<file path="src/rtl/mux_n1_valid_rr.sv">
// mux_n1_valid_rr
// N:1 valid multiplexer with a one-deep registered, back-pressured output stage.
// mode = 0 selects channel `sel`; mode = 1 arbitrates round-robin among valid
// channels starting from rr_ptr. Each output word carries its source channel,
// and completed output transfers are counted with saturation.
module mux_n1_valid_rr #(
    parameter int N     = 4,
    parameter int W     = 4,
    parameter int SEL_W = 2,
    parameter int CNT_W = 8
) (
    input  logic             clk,
    input  logic             reset,
    input  logic [N*W-1:0]   in_data,
    input  logic [N-1:0]     in_valid,
    output logic [N-1:0]     in_ready,
    input  logic             mode,
    input  logic [SEL_W-1:0] sel,
    output logic [W-1:0]     out_data,
    output logic             out_valid,
    output logic [SEL_W-1:0] out_chan,
    input  logic             out_ready,
    output logic [CNT_W-1:0] xfer_cnt
);

    // Output stage and arbitration state
    logic [W-1:0]     r_out_data;
    logic             r_out_valid;
    logic [SEL_W-1:0] r_out_chan;
    logic [CNT_W-1:0] r_xfer_cnt;
    logic [SEL_W-1:0] r_rr_ptr;

    // Combinational control
    logic             w_load;
    logic             w_xfer;
    logic             w_fix_found;
    logic [SEL_W-1:0] w_fix_idx;
    logic             w_rr_found;
    logic [SEL_W-1:0] w_rr_idx;
    logic [31:0]      w_scan_idx;
    logic             w_grant_v;
    logic [SEL_W-1:0] w_grant;
    logic             w_accept;
    logic [W-1:0]     w_grant_data;

    // The output register can take a new word when empty or when it drains this cycle
    assign w_load = ~r_out_valid | out_ready;
    assign w_xfer = r_out_valid & out_ready;

    // Fixed-select grant; an out-of-range sel simply never matches a channel
    always_comb begin
        w_fix_found = 1'b0;
        w_fix_idx   = '0;
        for (int unsigned k = 0; k < N; k++) begin
            if ((32'(sel) == k) && in_valid[k]) begin
                w_fix_found = 1'b1;
                w_fix_idx   = k[SEL_W-1:0];
            end
        end
    end

    // Round-robin grant: first valid channel scanning upward from rr_ptr, wrapping at N
    always_comb begin
        w_rr_found = 1'b0;
        w_rr_idx   = '0;
        w_scan_idx = '0;
        for (int unsigned i = 0; i < N; i++) begin
            w_scan_idx = (32'(r_rr_ptr) + i) % N;
            if (!w_rr_found && in_valid[w_scan_idx]) begin
                w_rr_found = 1'b1;
                w_rr_idx   = w_scan_idx[SEL_W-1:0];
            end
        end
    end

    // Mode selects which grant source drives the datapath this cycle
    always_comb begin
        w_grant_v = mode ? w_rr_found : w_fix_found;
        w_grant   = mode ? w_rr_idx   : w_fix_idx;
    end

    assign w_accept = w_grant_v & w_load;

    // Ready goes only to the granted channel, and only when the output can load
    always_comb begin
        in_ready = '0;
        for (int unsigned k = 0; k < N; k++) begin
            if (w_grant_v && w_load && (32'(w_grant) == k)) begin
                in_ready[k] = 1'b1;
            end
        end
    end

    // Data of the granted channel
    always_comb begin
        w_grant_data = '0;
        for (int unsigned k = 0; k < N; k++) begin
            if (32'(w_grant) == k) begin
                w_grant_data = in_data[k*W +: W];
            end
        end
    end

    // Output register: load on accept, clear valid on a drain without refill
    always_ff @(posedge clk or posedge reset) begin
        if (reset) begin
            r_out_data  <= '0;
            r_out_valid <= 1'b0;
            r_out_chan  <= '0;
        end else if (w_accept) begin
            r_out_data  <= w_grant_data;
            r_out_valid <= 1'b1;
            r_out_chan  <= w_grant;
        end else if (w_xfer) begin
            r_out_valid <= 1'b0;
        end
    end

    // Round-robin pointer advances past the winner, only on accepts in round-robin mode
    always_ff @(posedge clk or posedge reset) begin
        if (reset) begin
            r_rr_ptr <= '0;
        end else if (w_accept && mode) begin
            if (32'(w_grant) == N - 1) begin
                r_rr_ptr <= '0;
            end else begin
                r_rr_ptr <= w_grant + 1'b1;
            end
        end
    end

    // Saturating count of completed output transfers
    always_ff @(posedge clk or posedge reset) begin
        if (reset) begin
            r_xfer_cnt <= '0;
        end else if (w_xfer && (r_xfer_cnt != '1)) begin
            r_xfer_cnt <= r_xfer_cnt + 1'b1;
        end
    end

    assign out_data  = r_out_data;
    assign out_valid = r_out_valid;
    assign out_chan  = r_out_chan;
    assign xfer_cnt  = r_xfer_cnt;

endmodule
</file>
<file path="config.mk">
export PLATFORM = sky130hd
export DESIGN_NAME = mux_n1_valid_rr
export DESIGN_NICKNAME = d
export VERILOG_FILES = /design/src/rtl/mux_n1_valid_rr.sv
export SDC_FILE = /design/constraint.sdc
export NUM_CORES = 1
export LEC_CHECK = 0
export ABC_AREA = 1
export ABC_CLOCK_PERIOD_IN_PS = 2100
export CORE_AREA = 2 2 76 49
export CTS_CLUSTER_SIZE = 10
export DETAILED_ROUTE_END_ITERATION = 12
export DIE_AREA = 0 0 78 51
export PLACE_DENSITY = 0.73
export SYNTH_ARGS = -nofsm -noshare
export SYNTH_HDL_FRONTEND = slang
export SYNTH_SLANG_ARGS = --single-unit
export TNS_END_PERCENT = 50
</file>
<file path="constraint.sdc">
create_clock -name clk -period 2.1 [get_ports clk]
set_input_delay 0.42 -clock clk [delete_from_list [all_inputs] [get_ports clk]]
set_output_delay 0.42 -clock clk [all_outputs]
set_load 0.02 [all_outputs]
</file>
==> reports/results.tsv <==
metric	value	unit
status	finished with violations	
violations	negative setup slack	
clk_pin_slew_worst_paths	0.06	ns
gr-usage-met2	34.63	%
maxCapViolCount	0	
clk_path_buf_depth	2	
viasPerCell	4.851	
first_global_vias	1334	
drive_gt1_share	43.78	%
max_freq	382.4	MHz
grt_pass1_wl	6141	µm
first_pass_iters	4	
fillers	255	
leakagePower	1.066	nW
wl_per_cell	14.32	µm
die_area	3978	µm²
ys_seq_area_share	34.07	%
gr-usage-met3	4.770	%
postRouteAntennaNets	0	
gp_congestion	0.8431	
dieHeight	51	µm
core.rowCount	17	
critPathCaptureType	primary output	
skew	0.002530	ns
hp-class	flip-flop to flip-flop	
yosys_warnings	0	
track_usage	19.98	%
dp_hpwl	2547	µm
r2r_cells	16	
clock_latency	0.25	ns
gr-total-overflow	0	
setup-violations-final	9	
antenna_found_initial	0	
ys_ff_latch	17	
top_usage_layer	met2	
tightest_slew	0.6440	ns
num-nets-final	281	
cts_root_buf	clkbuf_8	
crit_chain	clkinv_4 -> nand2_4 -> nand2_4 -> nand2_4 -> buf_6 -> o211ai_1 -> o211ai_1 -> nand2_2 -> buf_6 -> ha_4 -> inv_4 -> nor2_4 -> buf_6	
finalHoldViolations	0	
cts-hold-fix-buffers	0	
relSlewSlack	57.02	%
drt-total-wl	4240	µm
worst_slack	-0.5154	ns
port_buffers	44	
grt_max_degree	18	
required	1.68	ns
synth_top_cells_by_area	dfrtp_1 (34%), nand2_1 (14%), a21oi_1 (6.0%), nand3_1 (5.2%), ha_1 (5.0%)	
path_class	flip-flop to primary output	
avgSynthCellArea	7.661	µm²
initial_utilization	36.69	%
grt_setup_unrepaired	yes	
clkSinkCount	17	
min_period	2.615	ns
synth_top_cell_by_area	dfrtp_1	
cellPowerDensity	1297	nW/µm²
cts_inserted_buffers	3	
yosysUniqueCellTypes	27	
r2r_start	r_rr_ptr[0]$_DFFE_PP0P_	
crit_path_max_incr_delay	0.48	ns
syn_area	1249	µm²
setup_tns	-3.580	ns
synthDominantCellAreaShare	34.07	%
ios	45	
syn_inst	163	
critPathSlowestCell	dfrtp_2	
drc	0	
drt_iter0_drc	67	
min_from	out_chan[0]$_DFFE_PP0N_	
syn_to_final_growth	86.67	%
insertedDiodeCount	0	
vias	1436	
core_area	3403	µm²
min_period_over_period	124.5	%
drv_slew	0	
fp.dieW	78	µm
hold_depth	2	
holdPathEnd	out_chan[0]$_DFFE_PP0N_	
path_max_fanout	8	
syn_nets	194	
max-vdd-ir-drop	657.1	µV
cp-start-kind	flip-flop	
reg2reg_setup_slack	-0.36	ns
htree_levels	1	
final_util	68.49	%
cts_tree	yes	
rr_endpoint	out_data[1]$_DFFE_PP0N_	
cp.arrival	2.20	ns
hold_slack	0.5116	ns
use_met1	25.22	%
==> state kept, by name (all words and copies together), names as in the netlist <==
name	flops
xfer_cnt	8
r_rr_ptr	2
out_chan	2
out_valid	1
out_data	4
==> final cells by class <==
| type | count | area (µm²) | share of cell area, % |
|---|---|---|---|
| Sequential cell | 17 | 426.7 | 18.30 |
| Multi-Input combinational cell | 125 | 917.1 | 39.35 |
| Clock buffer | 4 | 45.04 | 1.932 |
| Tap cell | 47 | 58.81 | 2.523 |
| Timing Repair Buffer | 84 | 794.5 | 34.08 |
| Inverter | 19 | 88.84 | 3.811 |
==> synth_stat cells <==
cell and number:
buf_6 1, a21oi_1 15, nand3b_1 1, nand2_2 5
nor3_4 1, inv_1 15, nand3_1 13, nor2_4 1
nor2_2 1, xnor2_1 4, dfrtp_1 17, o21ai_0 6
o21ai_2 4, ha_1 5, xor2_1 3, nand4_1 2
nand2_1 47, nand2_4 2, o21ai_1 1, nand3_4 2
inv_2 3, buf_12 1, nor2_1 8, a31oi_2 1
o211ai_1 2, inv_6 1, nor3_1 1
==> power breakdown <==
| group | internal [mW] | total [mW] | switching [mW] |
|---|---|---|---|
| combinational | 1.05 | 2.14 | 1.09 |
| sequential | 0.468 | 0.635 | 0.167 |
| clock | 0.135 | 0.246 | 0.111 |
==> per-stage QoR <==
stage | total power, mW | worst slack [ns] | area, µm² | std cells
3_5_place_dp | 2.071 | -1.172 | 1897 | 274
6_report | 3.024 | -0.5154 | 2331 | 296
4_1_cts | 2.612 | -0.3461 | 2133 | 292
3_3_place_gp | 2.050 | -1.060 | 1897 | 274
2_1_floorplan | 1.474 | -0.01332 | 1264 | 163
5_1_grt | 3.210 | -0.5553 | 2331 | 296
==> worst max-delay path, delay by kind of cell (launching register included) <==
| family | cells | cell delay (ns) |
|---|---|---|
| buffers and inverters | 5 | 0.59 |
| and+or+nand+nor | 5 | 0.44 |
| adders and majority gates | 1 | 0.16 |
| AOI/OAI and AO/OA | 2 | 0.26 |
| DFF | 1 | 0.48 |
==> cell usage in the layout, fill, tap and decap left out, types with 2 or more instances in the layout <==
cell             Yosys  layout
a21oi_1             15       5
a21oi_2              0       9
buf_4                0      27
buf_6                1      17
clkbuf_8             0       3
clkdlybuf4s50_1      0      34
dfrtp_1             17      16
dlygate4sd2_1        0       4
dlymetal6s2s_1       0       2
ha_4                 0       4
inv_1               15       9
inv_2                3       4
inv_4                0       5
nand2_1             47      32
nand2_2              5      16
nand2_4              2       5
nand3_1             13      11
nand3_4              2       3
nand4_1              2       2
nor2_1               8       5
nor2_4               1       4
o211ai_1             2       2
o21ai_0              6       4
o21ai_1              1       3
o21ai_2              4       4
xnor2_1              4       4
xor2_1               3       3
==> cell families (layout without fill, tap and decap cells) <==
logic type / after synthesis / after routing / synth area share, %
compound gates: 29 / 29 / 13.83
xor+xnor: 7 / 7 / 4.910
fa+ha+maj: 5 / 5 / 5.010
buf+inv: 21 / 107 / 8.617
flops: 17 / 17 / 34.07
simple gates: 84 / 84 / 33.57
==> per-layer routing <==
metal / up-vias / part of all wire (%)
li1: 704 / -
met1: 679 / 44
met2: 48 / 50
met3: 5 / 5.2
met4: 0 / 0.68
met5: - / 0
==> what timing repair did <==
item,CTS,global route
hold endpoints to repair,0,0
pin swaps,9,22
resized for setup,56,46
buffers inserted,14,5
setup endpoints to repair,8,9
==> worst max path at each step <==
stage	start	endpoint	slack, ns	cells past startpoint
CTS	r_rr_ptr[0]$_DFFE_PP0P_	in_ready[2]	-0.35	14
floorplan	r_rr_ptr[0]$_DFFE_PP0P_	in_ready[0]	-0.01	13
global placement	in_valid[3]	in_ready[1]	-1.06	13
detailed placement	in_valid[3]	in_ready[1]	-1.17	13
finish	r_rr_ptr[0]$_DFFE_PP0P_	in_ready[1]	-0.52	13
global route	r_rr_ptr[0]$_DFFE_PP0P_	in_ready[0]	-0.56	13
Power figures use the tool's default switching activity.
